==> config.mk <==
export PLATFORM = sky130hd
export DESIGN_NAME = rv32i_instr_encoder
export DESIGN_NICKNAME = d
export VERILOG_FILES = /design/src/rtl/rv32i_instr_encoder.sv
export SDC_FILE = /design/constraint.sdc
export NUM_CORES = 1
export LEC_CHECK = 0
export CORE_MARGIN = 5
export CORE_UTILIZATION = 35
export CTS_BUF_LIST = sky130_fd_sc_hd__clkbuf_4
export CTS_CLUSTER_DIAMETER = 120
export DETAILED_ROUTE_END_ITERATION = 6
export HOLD_SLACK_MARGIN = 0.15
export SLEW_MARGIN = 20
export SYNTH_ARGS = -nofsm -noshare
export SYNTH_HDL_FRONTEND = slang
export SYNTH_SLANG_ARGS = --single-unit
==> constraint.sdc <==
create_clock -name CLK -period 2.56 [get_ports CLK]
set_clock_uncertainty 0.05 [all_clocks]
set_input_delay 0.384 -clock CLK [delete_from_list [all_inputs] [get_ports CLK]]
set_output_delay 0.384 -clock CLK [all_outputs]
set_load 0.01 [all_outputs]
==> src/rtl/rv32i_instr_encoder.sv <==
// rv32i_instr_encoder
//   Packs RV32I instruction fields into 32-bit words and streams them, with a
//   word address, toward an instruction-memory write port. It is the encode
//   side of the decoder: the loader/self-test logic hands over fields, and
//   this block emits encoded words one cycle later.
//
//   Ports
//     CLK, rst             clock; synchronous active-high reset
//     addr_load, addr_val  load the word-address counter (wins over increment)
//     in_valid/in_ready    request handshake; in_ready is registered
//     in_fmt               0=R 1=I 2=S 3=B 4=U 5=J (6,7 illegal)
//     in_opcode/funct3/funct7/rd/rs1/rs2/imm  instruction fields
//     out_valid/out_ready  encoded-word handshake
//     out_instr, out_addr  encoded word and its word address
//     out_err              request was illegal; out_instr carries a NOP
//     word_cnt, err_cnt    saturating counts of emitted / illegal words
module rv32i_instr_encoder #(
    parameter int                ADDR_W    = 10,
    parameter logic [ADDR_W-1:0] BASE_ADDR = '0,
    parameter int                CNT_W     = 16
) (
    input  logic              CLK,
    input  logic              rst,
    input  logic              addr_load,
    input  logic [ADDR_W-1:0] addr_val,
    input  logic              in_valid,
    output logic              in_ready,
    input  logic [2:0]        in_fmt,
    input  logic [6:0]        in_opcode,
    input  logic [2:0]        in_funct3,
    input  logic [6:0]        in_funct7,
    input  logic [4:0]        in_rd,
    input  logic [4:0]        in_rs1,
    input  logic [4:0]        in_rs2,
    input  logic [31:0]       in_imm,
    output logic              out_valid,
    input  logic              out_ready,
    output logic [31:0]       out_instr,
    output logic [ADDR_W-1:0] out_addr,
    output logic              out_err,
    output logic [CNT_W-1:0]  word_cnt,
    output logic [CNT_W-1:0]  err_cnt
);

    localparam logic [2:0]  FMT_R = 3'd0;
    localparam logic [2:0]  FMT_I = 3'd1;
    localparam logic [2:0]  FMT_S = 3'd2;
    localparam logic [2:0]  FMT_B = 3'd3;
    localparam logic [2:0]  FMT_U = 3'd4;
    localparam logic [2:0]  FMT_J = 3'd5;
    localparam logic [31:0] NOP   = 32'h0000_0013;  // addi x0,x0,0

    // ------------------------------------------------------------------
    // Field packing and immediate legality
    // ------------------------------------------------------------------
    logic [31:0] enc_instr;
    logic        enc_err;
    logic        fits_12;
    logic        fits_13;
    logic        fits_21;

    always_comb begin
        // A signed value fits in N bits when every bit from N-1 upward
        // equals the sign, i.e. those bits are all ones or all zeros.
        fits_12   = (&in_imm[31:11]) | ~(|in_imm[31:11]);
        fits_13   = (&in_imm[31:12]) | ~(|in_imm[31:12]);
        fits_21   = (&in_imm[31:20]) | ~(|in_imm[31:20]);
        enc_instr = NOP;
        enc_err   = 1'b1;
        case (in_fmt)
            FMT_R: begin
                enc_instr = {in_funct7, in_rs2, in_rs1, in_funct3, in_rd, in_opcode};
                enc_err   = 1'b0;
            end
            FMT_I: if (fits_12) begin
                enc_instr = {in_imm[11:0], in_rs1, in_funct3, in_rd, in_opcode};
                enc_err   = 1'b0;
            end
            FMT_S: if (fits_12) begin
                enc_instr = {in_imm[11:5], in_rs2, in_rs1, in_funct3, in_imm[4:0], in_opcode};
                enc_err   = 1'b0;
            end
            // Branch/jump offsets are byte offsets to halfword targets, so
            // bit 0 is never encoded and must be clear.
            FMT_B: if (fits_13 && !in_imm[0]) begin
                enc_instr = {in_imm[12], in_imm[10:5], in_rs2, in_rs1, in_funct3,
                             in_imm[4:1], in_imm[11], in_opcode};
                enc_err   = 1'b0;
            end
            FMT_U: if (in_imm[11:0] == 12'd0) begin
                enc_instr = {in_imm[31:12], in_rd, in_opcode};
                enc_err   = 1'b0;
            end
            FMT_J: if (fits_21 && !in_imm[0]) begin
                enc_instr = {in_imm[20], in_imm[10:1], in_imm[11], in_imm[19:12],
                             in_rd, in_opcode};
                enc_err   = 1'b0;
            end
            default: ;
        endcase
    end

    // ------------------------------------------------------------------
    // Output register + one-entry skid buffer, address and statistics
    // ------------------------------------------------------------------
    logic              out_valid_q, out_valid_d;
    logic [31:0]       out_instr_q, out_instr_d;
    logic [ADDR_W-1:0] out_addr_q,  out_addr_d;
    logic              out_err_q,   out_err_d;
    logic              skid_valid_q, skid_valid_d;
    logic [31:0]       skid_instr_q, skid_instr_d;
    logic [ADDR_W-1:0] skid_addr_q,  skid_addr_d;
    logic              skid_err_q,   skid_err_d;
    logic              in_ready_q,   in_ready_d;
    logic [ADDR_W-1:0] addr_cnt_q,   addr_cnt_d;
    logic [CNT_W-1:0]  word_cnt_q,   word_cnt_d;
    logic [CNT_W-1:0]  err_cnt_q,    err_cnt_d;

    logic              accept;
    logic              out_fire;
    logic              out_free;
    logic [ADDR_W-1:0] acc_addr;

    always_comb begin
        accept   = in_valid & in_ready_q;
        out_fire = out_valid_q & out_ready;
        out_free = ~out_valid_q | out_ready;
        // A load in the accept cycle addresses the accepted word itself.
        acc_addr = addr_load ? addr_val : addr_cnt_q;

        out_valid_d  = out_valid_q;
        out_instr_d  = out_instr_q;
        out_addr_d   = out_addr_q;
        out_err_d    = out_err_q;
        skid_valid_d = skid_valid_q;
        skid_instr_d = skid_instr_q;
        skid_addr_d  = skid_addr_q;
        skid_err_d   = skid_err_q;

        if (skid_valid_q) begin
            // in_ready is low while the skid holds a word, so nothing new
            // can arrive; just drain the skid into the output slot.
            if (out_free) begin
                out_valid_d  = 1'b1;
                out_instr_d  = skid_instr_q;
                out_addr_d   = skid_addr_q;
                out_err_d    = skid_err_q;
                skid_valid_d = 1'b0;
            end
        end else if (accept) begin
            if (out_free) begin
                out_valid_d = 1'b1;
                out_instr_d = enc_instr;
                out_addr_d  = acc_addr;
                out_err_d   = enc_err;
            end else begin
                skid_valid_d = 1'b1;
                skid_instr_d = enc_instr;
                skid_addr_d  = acc_addr;
                skid_err_d   = enc_err;
            end
        end else if (out_ready) begin
            out_valid_d = 1'b0;
        end

        in_ready_d = ~skid_valid_d;

        if (accept)
            addr_cnt_d = acc_addr + ADDR_W'(1);
        else if (addr_load)
            addr_cnt_d = addr_val;
        else
            addr_cnt_d = addr_cnt_q;

        word_cnt_d = word_cnt_q;
        err_cnt_d  = err_cnt_q;
        if (out_fire && !(&word_cnt_q))
            word_cnt_d = word_cnt_q + CNT_W'(1);
        if (out_fire && out_err_q && !(&err_cnt_q))
            err_cnt_d = err_cnt_q + CNT_W'(1);
    end

    always_ff @(posedge CLK) begin
        if (rst) begin
            out_valid_q  <= 1'b0;
            out_instr_q  <= '0;
            out_addr_q   <= BASE_ADDR;
            out_err_q    <= 1'b0;
            skid_valid_q <= 1'b0;
            skid_instr_q <= '0;
            skid_addr_q  <= '0;
            skid_err_q   <= 1'b0;
            in_ready_q   <= 1'b1;
            addr_cnt_q   <= BASE_ADDR;
            word_cnt_q   <= '0;
            err_cnt_q    <= '0;
        end else begin
            out_valid_q  <= out_valid_d;
            out_instr_q  <= out_instr_d;
            out_addr_q   <= out_addr_d;
            out_err_q    <= out_err_d;
            skid_valid_q <= skid_valid_d;
            skid_instr_q <= skid_instr_d;
            skid_addr_q  <= skid_addr_d;
            skid_err_q   <= skid_err_d;
            in_ready_q   <= in_ready_d;
            addr_cnt_q   <= addr_cnt_d;
            word_cnt_q   <= word_cnt_d;
            err_cnt_q    <= err_cnt_d;
        end
    end

    assign in_ready  = in_ready_q;
    assign out_valid = out_valid_q;
    assign out_instr = out_instr_q;
    assign out_addr  = out_addr_q;
    assign out_err   = out_err_q;
    assign word_cnt  = word_cnt_q;
    assign err_cnt   = err_cnt_q;

endmodule

# Yosys cells after proc, flatten, opt, wreduce, memory -nomap -nowiden

Cells that the tools add are included.

Register bits after elaboration: 131
Latch bits: 0
Memory bits (writable): 0
Memory bits (read-only): 0
Output and inout bits: 77
Memories kept: 0

Add/subtract/negate cells: 3
Multipliers: 0
Divide/modulo/power cells: 0
Magnitude comparators: 0
Equal/unequal tests: 5
Shifts and indexed selects: 0
Mux-type cells: 32
Bitwise gates (word level): 13
Reductions and logical operators: 23

Operators by type and width:

| kind                                                | count |
|---|---|
| 2-to-1 mux 32 bit                                   | 9 |
| one-hot mux 32 bit (6 select lines)                 | 1 |
| 2-to-1 mux 10 bit                                   | 6 |
| adder 16 x 1 -> 16 bit, second input constant       | 2 |
| AND reduction 16 bit                                | 2 |
| AND reduction 21 bit                                | 1 |
| OR reduction 21 bit                                 | 1 |
| AND reduction 20 bit                                | 1 |
| OR reduction 20 bit                                 | 1 |
| 2-to-1 mux 1 bit                                    | 15 |
| logical NOT 12 bit                                  | 1 |
| AND reduction 12 bit                                | 1 |
| OR reduction 12 bit                                 | 1 |
| adder 10 x 1 -> 10 bit, second input constant       | 1 |
| inverter 1 bit                                      | 7 |
| equality test 3 x 2 -> 1 bit, second input constant | 2 |
| equality test 3 bit, second input constant          | 2 |
| logical AND 1 bit                                   | 5 |
| one-hot mux 1 bit (5 select lines)                  | 1 |
| bitwise OR 1 bit                                    | 4 |
| equality test 3 x 1 -> 1 bit, second input constant | 1 |
| logical NOT 1 bit                                   | 3 |
| logical NOT 3 bit                                   | 1 |
| AND reduction 3 bit                                 | 1 |
| other kinds (5)                                     | 6 |

# Longest topological paths before layout

Gate-level depths: netlist of the first run.

Depth after elaboration: 9
Gate-level depth with buffers: 9

# Worst setup path before layout of the first run

OpenSTA, ideal clock, no wires.

Path type: input port to flip-flop
Start: in in_imm[26]
End: reg skid_instr_q[19]
Setup time: 0.073 ns
Arrival time: 1.924 ns
Required time: 2.437 ns
Path slack: 0.513 ns
Cell stages on the path: 9
Buffers on the path: 2
Cells stage by stage: nor4_1 -> and3_1 -> buf_2 -> a22oi_1 -> or3_4 -> o31ai_4 -> buf_6 -> a221oi_1 -> nor3_2

Word-level cells in the longest chain between the ends: 6
Elaborated cells on any way between the ends: 19
Those cells by class: 5 x mux; 6 x bitwise; 8 x reduce/logical

RTL lines:

| element                                                           | line   | text |
|---|---|---|
| start, declared                                                   | 35     | `input logic [31:0] in_imm,` |
| OR reduction 20 bit / OR reduction 12 bit (equally long branches) | 66, 67 |  |
| inverter 1 bit, on equally long branches                          | 66, 67 |  |
| bitwise OR 1 bit, on equally long branches                        | 66, 67 |  |
| logical AND 1 bit, on equally long branches                       | 85, 94 |  |
| 2-to-1 mux 32 bit, on equally long branches                       | 85, 94 |  |
| one-hot mux 32 bit (6 select lines) *                             | 70     | `case (in_fmt)` |
| end signal, assigned                                              | 203    | `skid_instr_q <= skid_instr_d;` |
| end, declared                                                     | 111    | `logic [31:0] skid_instr_q, skid_instr_d;` |

Every way passes the cells marked *; elsewhere a longest branch is shown, timed or not.
A chain may end at the register's enable or synchronous reset.

# Worst setup path in the final report of the first run

Start: in in_imm[23]
End: reg out_instr_q[6] (netlist: out_instr[6])

Word-level cells in the longest chain between the ends: 9
Elaborated cells on any way between the ends: 22
Those cells by class: 8 x mux; 6 x bitwise; 8 x reduce/logical

RTL lines:

| element                                                           | line   | text |
|---|---|---|
| OR reduction 20 bit / OR reduction 12 bit (equally long branches) | 66, 67 |  |
| inverter 1 bit, on equally long branches                          | 66, 67 |  |
| bitwise OR 1 bit, on equally long branches                        | 66, 67 |  |
| logical AND 1 bit, on equally long branches                       | 85, 94 |  |
| 2-to-1 mux 32 bit, on equally long branches                       | 85, 94 |  |
| one-hot mux 32 bit (6 select lines) *                             | 70     |  |
| 2-to-1 mux 32 bit *                                               | 151    | `if (out_free) begin` |
| 2-to-1 mux 32 bit *                                               | 150    | `end else if (accept) begin` |
| 2-to-1 mux 32 bit *                                               | 140    | `if (skid_valid_q) begin` |
| end signal, assigned                                              | 199    | `out_instr_q <= out_instr_d;` |
| end, declared                                                     | 107    | `logic [31:0] out_instr_q, out_instr_d;` |

Every way passes the cells marked *; elsewhere a longest branch is shown, timed or not. The select of a mux whose other input is x is not followed.

==> results of run 1 <==
[timing repair]
action                    CTS  global route
hold buffers                1             0
setup buffers               0             0
hold endpoints to repair    8             0
[kinds of logic after synthesis]
logic type      after synthesis  share of synthesized area (%)
flops                       131                           43.0
compound gates              201                           21.8
fa+ha+maj                     3                          0.616
simple gates                297                           23.5
xor+xnor                     34                           4.88
buf+inv                      61                           4.04
mux                          13                           2.17
[placed cells by master (no fill, tap or decap), types with 4 or more instances in the layout]
| cell | n |
|---|---|
| sky130_fd_sc_hd__inv_1 | 13 |
| sky130_fd_sc_hd__and3_1 | 12 |
| sky130_fd_sc_hd__nor4_1 | 16 |
| sky130_fd_sc_hd__nor2_1 | 85 |
| sky130_fd_sc_hd__mux2i_1 | 11 |
| sky130_fd_sc_hd__a31oi_1 | 5 |
| sky130_fd_sc_hd__nand2_1 | 88 |
| sky130_fd_sc_hd__xor2_1 | 21 |
| sky130_fd_sc_hd__dfxtp_1 | 130 |
| sky130_fd_sc_hd__clkbuf_4 | 17 |
| sky130_fd_sc_hd__buf_4 | 87 |
| sky130_fd_sc_hd__buf_12 | 5 |
| sky130_fd_sc_hd__or3_1 | 5 |
| sky130_fd_sc_hd__a211oi_1 | 24 |
| sky130_fd_sc_hd__a22o_1 | 7 |
| sky130_fd_sc_hd__o2bb2ai_1 | 4 |
| sky130_fd_sc_hd__o21ai_0 | 47 |
| sky130_fd_sc_hd__a221oi_1 | 16 |
| sky130_fd_sc_hd__a222oi_1 | 4 |
| sky130_fd_sc_hd__clkdlybuf4s50_1 | 157 |
| sky130_fd_sc_hd__o21ai_1 | 23 |
| sky130_fd_sc_hd__nor3_1 | 29 |
| sky130_fd_sc_hd__a22oi_1 | 7 |
| sky130_fd_sc_hd__and2_1 | 6 |
| sky130_fd_sc_hd__xnor2_1 | 13 |
| sky130_fd_sc_hd__a21o_1 | 4 |
| sky130_fd_sc_hd__nand3_1 | 12 |
| sky130_fd_sc_hd__nand4_1 | 20 |
| sky130_fd_sc_hd__a21oi_1 | 47 |
[synth_stat cells (2+ instances only)]
cell type | number | area share [%]
sky130_fd_sc_hd__a211oi_1 | 24 | 3.0
sky130_fd_sc_hd__o21ai_0 | 48 | 3.9
sky130_fd_sc_hd__inv_1 | 13 | 0.80
sky130_fd_sc_hd__a21o_1 | 4 | 0.49
sky130_fd_sc_hd__dfxtp_1 | 131 | 43
sky130_fd_sc_hd__mux2_2 | 2 | 0.37
sky130_fd_sc_hd__ha_1 | 3 | 0.62
sky130_fd_sc_hd__clkbuf_1 | 36 | 2.2
sky130_fd_sc_hd__a222oi_1 | 4 | 0.66
sky130_fd_sc_hd__xnor2_1 | 13 | 1.9
sky130_fd_sc_hd__a221oi_1 | 16 | 2.3
sky130_fd_sc_hd__xor2_1 | 21 | 3.0
sky130_fd_sc_hd__o21ai_1 | 23 | 1.9
sky130_fd_sc_hd__a21oi_1 | 47 | 3.9
sky130_fd_sc_hd__nand2b_1 | 3 | 0.31
sky130_fd_sc_hd__nor4_1 | 16 | 1.6
sky130_fd_sc_hd__nor3_2 | 2 | 0.33
sky130_fd_sc_hd__buf_1 | 4 | 0.25
sky130_fd_sc_hd__a22oi_1 | 7 | 0.86
sky130_fd_sc_hd__and2_1 | 6 | 0.62
sky130_fd_sc_hd__and4_1 | 3 | 0.43
sky130_fd_sc_hd__and3_1 | 12 | 1.2
sky130_fd_sc_hd__nand2_1 | 88 | 5.4
sky130_fd_sc_hd__mux2i_1 | 11 | 1.8
sky130_fd_sc_hd__buf_2 | 5 | 0.41
sky130_fd_sc_hd__nor2_1 | 85 | 5.2
sky130_fd_sc_hd__nor3_1 | 30 | 2.5
sky130_fd_sc_hd__a22o_1 | 7 | 1.0
sky130_fd_sc_hd__or3_1 | 5 | 0.51
sky130_fd_sc_hd__nand4_1 | 20 | 2.1
sky130_fd_sc_hd__a31oi_1 | 5 | 0.51
sky130_fd_sc_hd__o2bb2ai_1 | 4 | 0.57
sky130_fd_sc_hd__nand3b_1 | 2 | 0.25
sky130_fd_sc_hd__nor3b_1 | 2 | 0.25
sky130_fd_sc_hd__nand3_1 | 12 | 0.98
[report_power, final]
group	switching, µW	total, µW	internal [µW]
combinational	311	640	329
clock	847	1530	685
sequential	35.3	2140	2100
[sequential cells by signal, summed over array words and instances, names as in the netlist, 10 cells and up]
signal        count
err_cnt          16
out_addr         10
word_cnt         16
addr_cnt_q       10
out_instr        32
skid_addr_q      10
skid_instr_q     32
[per-stage QoR]
step                      cell area (µm²)  hold slack (ps)  TNS (ps)
after floorplan                      6100              377         0
after global placement               8530              385    -10140
after detailed placement             8530              391     -9580
after CTS                            8850              347         0
after global routing                 8850              362         0
final                                8850              393         0
[worst reg2reg max path, cell delays in order, from the launching register on]
cell,delay [ps]
sky130_fd_sc_hd__dfxtp_1,440
sky130_fd_sc_hd__nand4_1,210
sky130_fd_sc_hd__or4_1,510
sky130_fd_sc_hd__o21ai_1,360
sky130_fd_sc_hd__inv_2,110
sky130_fd_sc_hd__and3_1,190
sky130_fd_sc_hd__xnor2_1,130
sky130_fd_sc_hd__nor2_1,50
[worst max-delay path by stage]
stage,cells after the start,end,start
final,9,out_instr[6],in_imm[23]
after global routing,10,skid_instr_q[3],in_imm[26]
after CTS,10,out_instr[6],in_imm[26]
after detailed placement,10,out_instr[6],in_imm[26]
after global placement,10,out_instr[6],in_imm[26]
after floorplan,9,skid_instr_q[19],in_imm[26]
[metal layers]
layer  global-route usage (%)  vias to the layer above  wire [µm]
li1                         -                     3124          -
met1                     26.6                     2864       9100
met2                     30.6                      162       9070
met3                     4.13                       17       1030
met4                     6.97                        0        255
met5                        0                        -          0
[layout make-up]
class                           count  area, µm²
Clock inverter                     15        181
Timing Repair Buffer              250       2330
Antenna cell                        2       5.00
Clock buffer                       17        128
Inverter                           14       52.6
Tap cell                          225        282
Multi-Input combinational cell    548       3250
Fill cell                        1686       8320
Sequential cell                   131       2620
==> metrics.txt, run 1 <==
# TYPE chip_impl_metric gauge
chip_impl_metric{name="net_count_after_synthesis",unit=""} 825
chip_impl_metric{name="tritoncts.num_buffers",unit=""} 17
chip_impl_metric{name="coreArea",unit="µm²"} 17200
chip_impl_metric{name="numPlacedInstances",unit=""} 1167
chip_impl_metric{name="first_global_vias",unit=""} 5987
chip_impl_metric{name="timing.final.max_slew_violations",unit=""} 0
chip_impl_metric{name="clock_tree.buffer_depth",unit=""} 2
chip_impl_metric{name="number_of_h_tree_levels",unit=""} 4
chip_impl_metric{name="finalCriticalPeriod",unit="ps"} 2330
chip_impl_metric{name="crit_required",unit="ps"} 2980
chip_impl_metric{name="clk_transition_reported_paths",unit="ps"} 120
chip_impl_info{name="cts_tree",value="done"} 1
chip_impl_metric{name="pin_count",unit=""} 159
chip_impl_metric{name="vdd_ir_drop_max",unit="V"} 0.000247
chip_impl_metric{name="fmaxAchievable",unit="MHz"} 430
chip_impl_metric{name="clkSinkCount",unit=""} 131
chip_impl_metric{name="finalSetupViolCount",unit=""} 0
chip_impl_metric{name="ys.warnings.count",unit=""} 0
chip_impl_metric{name="drt-total-wl",unit="mm"} 19.5
chip_impl_info{name="worst_r2r_endpoint",value="word_cnt[5]"} 1
chip_impl_metric{name="worst_slew_pin_slew",unit="ps"} 471
chip_impl_metric{name="synthesis.instances",unit=""} 740
chip_impl_info{name="setup.worst_path.class",value="primary input to flop"} 1
chip_impl_metric{name="grt_pass1_wl",unit="mm"} 31.5
chip_impl_info{name="min_from",value="in_opcode[5]"} 1
chip_impl_metric{name="crit_path_max_fanout",unit=""} 5
chip_impl_metric{name="final_core_util",unit="%"} 51.5
chip_impl_metric{name="power.density_cell_area",unit="nW/µm²"} 487
chip_impl_info{name="worstHoldEndpoint",value="out_instr[5]"} 1
chip_impl_metric{name="via_to_cell_ratio",unit=""} 5.13
chip_impl_metric{name="synth_edf_count",unit=""} 0
chip_impl_metric{name="io_buffer_count",unit=""} 158
chip_impl_metric{name="cap_violations",unit=""} 0
chip_impl_metric{name="drt-initial-drc-count",unit=""} 452
chip_impl_metric{name="grt_max_degree",unit=""} 53
chip_impl_info{name="class_of_the_tightest_hold_or_removal_check",value="primary input to flop"} 1
chip_impl_metric{name="leak",unit="µW"} 0.00329
chip_impl_metric{name="place_worst_setup_slack",unit="ps"} -265
chip_impl_info{name="status",value="finished clean"} 1
chip_impl_metric{name="ys_async_sr_fraction",unit="%"} 0
chip_impl_metric{name="max-slew-margin-rel",unit="%"} 68.3
chip_impl_metric{name="synth-seq-cells",unit=""} 131
chip_impl_metric{name="areaGrowthSynthToFinish",unit="%"} 45.2
chip_impl_metric{name="final_layout_size_suffix_gt1_share",unit="%"} 14.9
chip_impl_metric{name="routed-via-count",unit=""} 6167
chip_impl_metric{name="ant_nets",unit=""} 0
chip_impl_metric{name="ff2ff_setup_slack",unit="ps"} 400
chip_impl_metric{name="grt_antenna_before_repair",unit=""} 2
chip_impl_metric{name="design_power_total",unit="µW"} 4310
chip_impl_info{name="critPathLaunchType",value="primary input"} 1
chip_impl_info{name="worst_r2r_startpoint",value="word_cnt[6]"} 1
chip_impl_metric{name="fp.dieW",unit="µm"} 142
chip_impl_info{name="critical_path.endpoint_type",value="flop"} 1
chip_impl_metric{name="postLayoutSetupSlackWorst",unit="ps"} 235
chip_impl_metric{name="mapped_avg_cell_area",unit="µm²"} 8.24
chip_impl_metric{name="die_area",unit="µm²"} 20200
chip_impl_info{name="rsz_0062_raised_after_global_routing",value="false"} 1
chip_impl_metric{name="holdPathStages",unit=""} 2
chip_impl_metric{name="row_count",unit=""} 48
chip_impl_info{name="postSynth.topFlopCell",value="sky130_fd_sc_hd__dfxtp_1"} 1
chip_impl_metric{name="yosysUniqueCellTypes",unit=""} 61
chip_impl_metric{name="floorplan.die.height",unit="µm"} 142
chip_impl_metric{name="crit_arrival",unit="ps"} 2750
chip_impl_metric{name="post_drt_wl_per_cell",unit="µm"} 16.2
chip_impl_metric{name="cts.repair.resized",unit=""} 0
chip_impl_metric{name="insertion_delay",unit="ps"} 550
chip_impl_metric{name="final_net_count",unit=""} 1047
chip_impl_info{name="timing.critical_path.max_delay_family",value="simple AND/OR/NAND/NOR gates"} 1
chip_impl_metric{name="synthesis.area",unit="µm²"} 6100
chip_impl_metric{name="initial_core_util",unit="%"} 35.5
chip_impl_metric{name="gp_routability_congestion",unit=""} 0.871
chip_impl_metric{name="crit_path_buf_inv_count",unit=""} 2
chip_impl_metric{name="hold_viol_final",unit=""} 0
chip_impl_metric{name="detail_route.drc_violations",unit=""} 0
chip_impl_metric{name="layoutNonFillerInstCount",unit=""} 1202
chip_impl_info{name="slowest_stage",value="sky130_fd_sc_hd__clkdlybuf4s50_1"} 1
chip_impl_metric{name="layout_worst_path_cycle_share",unit="%"} 90.8
chip_impl_info{name="crit_chain",value="clkdlybuf4s50_1 > nor4_1 > and3_1 > buf_4 > a221oi_4 > o311ai_4 > nor2_2 > nor4_4 > o2bb2ai_1"} 1
chip_impl_info{name="clockRootBuffer",value="sky130_fd_sc_hd__clkbuf_4"} 1
chip_impl_metric{name="r2r_cells",unit=""} 7
chip_impl_metric{name="synth.yosys.seq_area_share",unit="%"} 43.0
chip_impl_metric{name="overflow",unit=""} 0
chip_impl_metric{name="post-dp-hpwl",unit="mm"} 14.4
chip_impl_metric{name="drtPass1Iterations",unit=""} 5
chip_impl_metric{name="max_stage_delay",unit="ps"} 450
chip_impl_metric{name="grtUsageTotal",unit="%"} 19.5
Power figures use the tool's default switching activity.
==> run 2: changes to the inputs <==
--- a/config.mk
+++ b/config.mk
@@ -11,6 +11,8 @@
 export CTS_CLUSTER_DIAMETER = 120
 export DETAILED_ROUTE_END_ITERATION = 6
 export HOLD_SLACK_MARGIN = 0.15
+export SETUP_SLACK_MARGIN = 0.05
+export SKIP_CTS_REPAIR_TIMING = 1
 export SLEW_MARGIN = 20
 export SYNTH_ARGS = -nofsm -noshare
 export SYNTH_HDL_FRONTEND = slang
==> results of run 2 <==
Same layout as run 1: the final DEF is identical, and so are final timing and power.
Among the figures that moved: via count of the first global-routing pass 5987 -> 5993
